<file path="src/rtl/pq_stim_ctrl.sv">
// ---------------------------------------------------------------------------
// pq_stim_ctrl
//
// Purpose:
//   Stimulus controller that feeds a burst of pseudo-random keys to a
//   priority-queue design under test. On a start request in IDLE it latches
//   the burst length. It then offers one key per cycle through a
//   valid/ready handshake, and ends with a one-cycle done pulse.
//   The key is the current value of an external 8-bit LFSR. That LFSR is
//   stepped only on handshake cycles, so a stalled key stays stable.
//
// Ports:
//   clk        in   1  clock, all state changes on the rising edge
//   rst        in   1  synchronous reset, active low
//   start      in   1  burst request, honoured only in IDLE
//   count      in   8  burst length sampled with start (0 = empty burst)
//   lfsr_q     in   8  current LFSR state
//   lfsr_enb   out  1  LFSR step enable (high only on handshake cycles)
//   key        out  8  key offered to the consumer (0 outside SEND)
//   key_valid  out  1  key is being offered
//   key_ready  in   1  consumer accepts the key this cycle
//   abort      in   1  (only with PQ_STIM_ABORT_EN) end the burst early
//   busy       out  1  controller is not in IDLE
//   done       out  1  one-cycle pulse when a burst completes
//
// Build option:
//   PQ_STIM_ABORT_EN  adds the abort input. When abort is high in SEND, the
//                     controller moves to FIN on the next edge. A handshake
//                     in that same cycle still counts.
// ---------------------------------------------------------------------------
module pq_stim_ctrl (
    input  logic       clk,
    input  logic       rst,
    input  logic       start,
    input  logic [7:0] count,
    input  logic [7:0] lfsr_q,
    output logic       lfsr_enb,
    output logic [7:0] key,
    output logic       key_valid,
    input  logic       key_ready,
`ifdef PQ_STIM_ABORT_EN
    input  logic       abort,
`endif
    output logic       busy,
    output logic       done
);

    typedef enum logic [1:0] {
        IDLE = 2'd0,
        SEND = 2'd1,
        FIN  = 2'd2
    } state_t;

    state_t     state_q;
    logic [7:0] remaining_q;
    logic [7:0] remaining_d;
    logic       valid_q;
    logic       done_q;
    logic       busy_q;
    logic       handshake;
    logic       abort_req;

`ifdef PQ_STIM_ABORT_EN
    assign abort_req = abort;
`else
    assign abort_req = 1'b0;
`endif

    // valid_q is high only in SEND, so this is a SEND-cycle handshake.
    assign handshake   = valid_q & key_ready;
    assign remaining_d = remaining_q - 8'd1;

    // Step the LFSR only when the key is consumed. A stalled key therefore
    // cannot change under the consumer.
    assign lfsr_enb  = handshake;
    assign key_valid = valid_q;
    assign busy      = busy_q;
    assign done      = done_q;

    // The key passes straight through from the LFSR while offered.
    // It is forced to zero in every other state.
    genvar gi;
    generate
        for (gi = 0; gi < 8; gi = gi + 1) begin : g_key_gate
            assign key[gi] = lfsr_q[gi] & valid_q;
        end
    endgenerate

    // State and the registered outputs are updated together. Each output
    // register always matches the state the FSM is entering.
    always_ff @(posedge clk) begin
        if (!rst) begin
            state_q     <= IDLE;
            remaining_q <= 8'd0;
            valid_q     <= 1'b0;
            done_q      <= 1'b0;
            busy_q      <= 1'b0;
        end else begin
            done_q <= 1'b0;
            case (state_q)
                IDLE: begin
                    if (start) begin
                        busy_q <= 1'b1;
                        if (count != 8'd0) begin
                            state_q     <= SEND;
                            remaining_q <= count;
                            valid_q     <= 1'b1;
                        end else begin
                            // An empty burst still reports completion.
                            state_q <= FIN;
                            done_q  <= 1'b1;
                        end
                    end
                end
                SEND: begin
                    if (handshake) begin
                        remaining_q <= remaining_d;
                    end
                    if ((handshake && (remaining_q == 8'd1)) || abort_req) begin
                        state_q <= FIN;
                        valid_q <= 1'b0;
                        done_q  <= 1'b1;
                    end
                end
                FIN: begin
                    // Any start seen here is dropped on purpose.
                    state_q <= IDLE;
                    busy_q  <= 1'b0;
                end
                default: begin
                    state_q <= IDLE;
                    valid_q <= 1'b0;
                    busy_q  <= 1'b0;
                end
            endcase
        end
    end

endmodule
</file>
<file path="config.mk">
export PLATFORM = sky130hd
export DESIGN_NAME = pq_stim_ctrl
export DESIGN_NICKNAME = d
export VERILOG_FILES = /design/src/rtl/pq_stim_ctrl.sv
export SDC_FILE = /design/constraint.sdc
export NUM_CORES = 1
export LEC_CHECK = 0
export ABC_CLOCK_PERIOD_IN_PS = 3000
export CORE_UTILIZATION = 45
export DETAILED_ROUTE_END_ITERATION = 8
export MAX_ROUTING_LAYER = met4
export PLACE_DENSITY = 0.85
export SLEW_MARGIN = 40
export SYNTH_ARGS = -nofsm -noshare
export SYNTH_HDL_FRONTEND = slang
export SYNTH_SLANG_ARGS = --single-unit
</file>
<file path="constraint.sdc">
create_clock -name clk -period 3 [get_ports clk]
set_input_delay 0.6 -clock clk [delete_from_list [all_inputs] [get_ports clk]]
set_output_delay 0.6 -clock clk [all_outputs]
set_load 0.05 [all_outputs]
</file>
Word-level counts from Yosys, hierarchy flattened --
Cells that the tools add are included.
Storage, ports and cells: bits in registers 13, output and inout port bits 12, logic and storage cells 50
Cells by class: add/subtract/negate cells 1, eq/ne operators 7, mux-type cells 18, bitwise gates (word level) 11, reduce and logical (&&, ||, !) cells 8
Operators by type and width (count):
- $mux W8 | 3
- $pmux W8 S2 | 1
- $and A1 B1 Y1 | 9
- $eq A8 B1 Y1 const B | 1
- $ne A2 B2 Y1 const B | 4
- $reduce_and A4 Y1 | 2
- $reduce_bool A8 Y1 | 1
- $sub A8 B1 Y8 const B | 1
- $mux W1 | 7
- $mux W2 | 3
- $pmux W1 S2 | 2
- $pmux W2 S2 | 1
- $reduce_and A2 Y1 | 2
- $pmux W1 S3 | 1
- $eq A2 B1 Y1 const B | 1
- $eq A2 B2 Y1 const B | 1
- $logic_not A2 Y1 | 1
- $not A1 Y1 | 2
- $reduce_bool A2 Y1 | 1
- $logic_and A1 B1 Y1 | 1

Logic depth before layout (Yosys ltp) --
depth in word-level cells 4, gate-level depth with buffers 6, depth with buffers taken out 6

Worst setup path after synthesis --
Ideal clock, no wire load.
path type register to register, from reg valid_q, in the netlist key_valid, to reg remaining_q[2], setup time 0.092 ns, arrival 1.915 ns, required time 2.908 ns, path slack 0.992 ns, stages on the path, launching flop included 6, cell sequence dfxtp_1 -> and2_1 -> nand2_2 -> and2_1 -> buf_6 -> o32ai_1
On the way: word-level cells in the longest chain between the ends 3
Ends and longest elaborated chain:
- start: declaration | line 57 | logic valid_q;
- start signal: assignment | line 95 | valid_q <= 1'b0;
- start signal: assignment | line 107 | valid_q <= 1'b1;
- start signal: assignment | line 121 | valid_q <= 1'b0;
- $and A1 B1 Y1 | line 70 | assign handshake = valid_q & key_ready;
- named net lfsr_enb | line 37 | output logic lfsr_enb,
- $ne A2 B2 Y1 (no line)
- $reduce_and A4 Y1 (no line)
- end signal: assignment | line 106 | remaining_q <= count;
- end signal: assignment | line 117 | remaining_q <= remaining_d;
- end: declaration | line 55 | logic [7:0] remaining_q;
The timed path passes the listed nets, and every way through them passes these cells. A chain may end at the register's enable or synchronous reset.

Final worst setup path --
from in lfsr_q[2], to out key[2]
On the way: word-level cells in the longest chain between the ends 1
Ends and longest elaborated chain:
- start: declaration | line 36 | input logic [7:0] lfsr_q,
- $and A1 B1 Y1 | line 85 | assign key[gi] = lfsr_q[gi] & valid_q;
- end: declaration | line 38 | output logic [7:0] key,
Every way passes these cells.

==> flow_summary.toml <==
[routing]
routed_wl_um = 2180
final_antenna_net_count = 0
first_iter_violations = 18
vias = 882
drc = 0
vias_per_cell = 5.65
wl_per_cell_um = 14.0
dr.pass1.iters = 4

[power_and_ir_drop]
ir_worst_vdd_mv = 0.266
power.density_nw_per_um2 = 426
p_leak_nw = 0.428
power_mw = 0.494

[floorplan]
io_pins = 32
die-area_um2 = 2000
die_y_um = 44.7
fp.coreArea_um2 = 1710
die_w_um = 44.7
initial_utilization_pct = 48.0
rows = 15

[run]
cap_violations = 0

[sta]
tightest_slew_ns = 0.696
fmax_mhz = 387
slew_headroom_pct = 53.3
clock_skew_ns = 0.00532
rsz0062_at_grt = "false"
tns_ns = 0
fin_crit_ns = 2.58
whs_ns = 0.476
fin_crit_sh_pct = 86.1
setup_viol = 0
finalHoldViolCount = 0
finalMaxSlewViolations = 0

[yosys]
synth_edf_count = 0
synth_nets = 122
netlist_top_cells_area = "dfxtp_1 32%, and2_1 7.6%, o32ai_1 5.3%"
synth_area_um2 = 820
yosys.cell_count.top_type = "dfxtp_1"
ys_seq_area_share_pct = 31.8
synth_cell_type_count = 36
synth.top_cell.area_share_pct = 31.8
yosys.area.top_type = "dfxtp_1"
netlist_instances = 100
ys_async_sr_fraction_pct = 0
ys_ff_latch = 13
avgSynthCellArea_um2 = 8.20
ys_top_cells_by_count = "13 x dfxtp_1, 10 x and2_1, 10 x nor2_1, 8 x a21oi_1, 6 x nand2_1"
yosys_warnings = 0
synth-main-ff-cell = "dfxtp_1"

[global_routing]
met3_usage_pct = 4.90
grt_busiest_layer = "met2"
first_global_vias = 787
grt_max_degree = 13
grt_usage_pct = 24.7
grt_pass1_wl_um = 3420
grt_util_met2_pct = 44.1
grt_use_met1_pct = 26.2
grt_overflow_total = 0
antenna_found_initial = 0

[cts]
ctsHoldBuffers = 0
cts_made_buffers = 3
clk_path_buf_depth = 2
clk_root_buffer_cell = "clkbuf_4"
htreeDepth = 1
cts_tree = "built"
clock_latency_ns = 0.28
postCtsSetupBuffers = 0
clock-sinks = 13
clk_pin_slew_ns = 0.08
ctsResizeCount = 0

[critical_path]
cp_slowest_cell = "clkdlybuf4s50_1"
cp-end-kind = "output port"
startpoint_type = "input port"
path_class = "in -> out"
critical_path_arrival_ns = 1.98
crit_fanout = 1
max_stage_delay_ns = 0.79
path_common_cell = "clkdlybuf4s50_1"
cp_cell_sequence = "clkdlybuf4s50_1, and2_1, clkdlybuf4s50_1"
worstPathRequired_ns = 2.40

[min_path]
worstHoldPathType = "reg -> reg"

[finish]
drive_above_1_share_pct = 7.63
area_growth_pct = 41.2
fin_cells = 156
n_antenna_cell = 0
postLayoutCoreUtil_pct = 67.8
final_nets = 154

[placed_design]
gp_congestion = 0.881
dpl.hpwl_um = 1690
placed_cells = 152
io_buffer_count = 31

[status]
status = "completed"
-- kinds of logic after synthesis --
| logic type | share of synthesized area, % |
|---|---|
| and+or+nand+nor | 33.0 |
| AOI/OAI and AO/OA | 25.6 |
| DFF | 31.8 |
| buffers and inverters | 6.56 |
| adders and majority gates | 3.05 |
-- cells in the final DEF, fill, tap and decap left out, types with 2 or more instances in the layout --
cell / count
clkbuf_4: 3
a22oi_1: 4
nand2b_1: 3
and2_1: 10
nor4_1: 2
buf_4: 2
ha_1: 2
nand3_1: 2
nand2_1: 6
nor3b_1: 3
nor2_1: 10
a2bb2oi_1: 2
a21oi_1: 8
nor3_1: 2
dfxtp_1: 13
inv_1: 5
o32ai_1: 5
clkdlybuf4s50_1: 30
-- worst paths after layout --
check	startpoint	endpoint	slack (ns)	cells after the start
worst max-delay path	lfsr_q[2]	key[2]	0.42	3
worst min-delay path	busy$_SDFFE_PN0P_	busy$_SDFFE_PN0P_	0.48	2
worst max register to register	state_q[0]$_SDFFE_PN0P_	remaining_q[4]$_SDFFE_PN0P_	1.30	4
worst min register to register	busy$_SDFFE_PN0P_	busy$_SDFFE_PN0P_	0.48	2
-- sequential cells by signal, summed over array words and instances (netlist names) --
| register | cells |
|---|---|
| remaining_q | 8 |
| state_q | 2 |
| busy | 1 |
| done | 1 |
| key_valid | 1 |
-- final cells by class --
type | instances | area (um2)
Clock buffer | 4 | 26.3
Fill cell | 142 | 551
Inverter | 5 | 18.8
Multi-Input combinational cell | 77 | 505
Sequential cell | 13 | 260
Tap cell | 25 | 31.3
Timing Repair Buffer | 32 | 315
-- critical path, delay by kind of cell --
family / cells / cell delay (ns)
buf+inv: 2 / 1.25
simple gates: 1 / 0.13
-- power breakdown --
part           internal [mW]  switching [mW]  leakage [nW]
Sequential             0.187          0.0154         0.107
Clock                 0.0516          0.0593        0.0150
Combinational         0.0811          0.0994         0.306
-- metrics by stage --
| step | instance area [um2] | setup slack (ns) |
|---|---|---|
| after CTS | 1160 | 0.411 |
| after global placement | 1130 | 0.428 |
| final | 1160 | 0.417 |
| after global routing | 1160 | 0.381 |
| after floorplan | 820 | 0.992 |
| after detailed placement | 1130 | 0.416 |
-- metal layers --
| metal | up-vias | routed length (um) | share of wire, % |
|---|---|---|---|
| met4 | 0 | 13 | 0.60 |
| met1 | 400 | 874 | 40 |
| met5 | - | 0 | 0 |
| met3 | 2 | 171 | 7.8 |
| li1 | 433 | - | - |
| met2 | 47 | 1120 | 51 |
No activity file was read; power rests on OpenSTA's default activity.
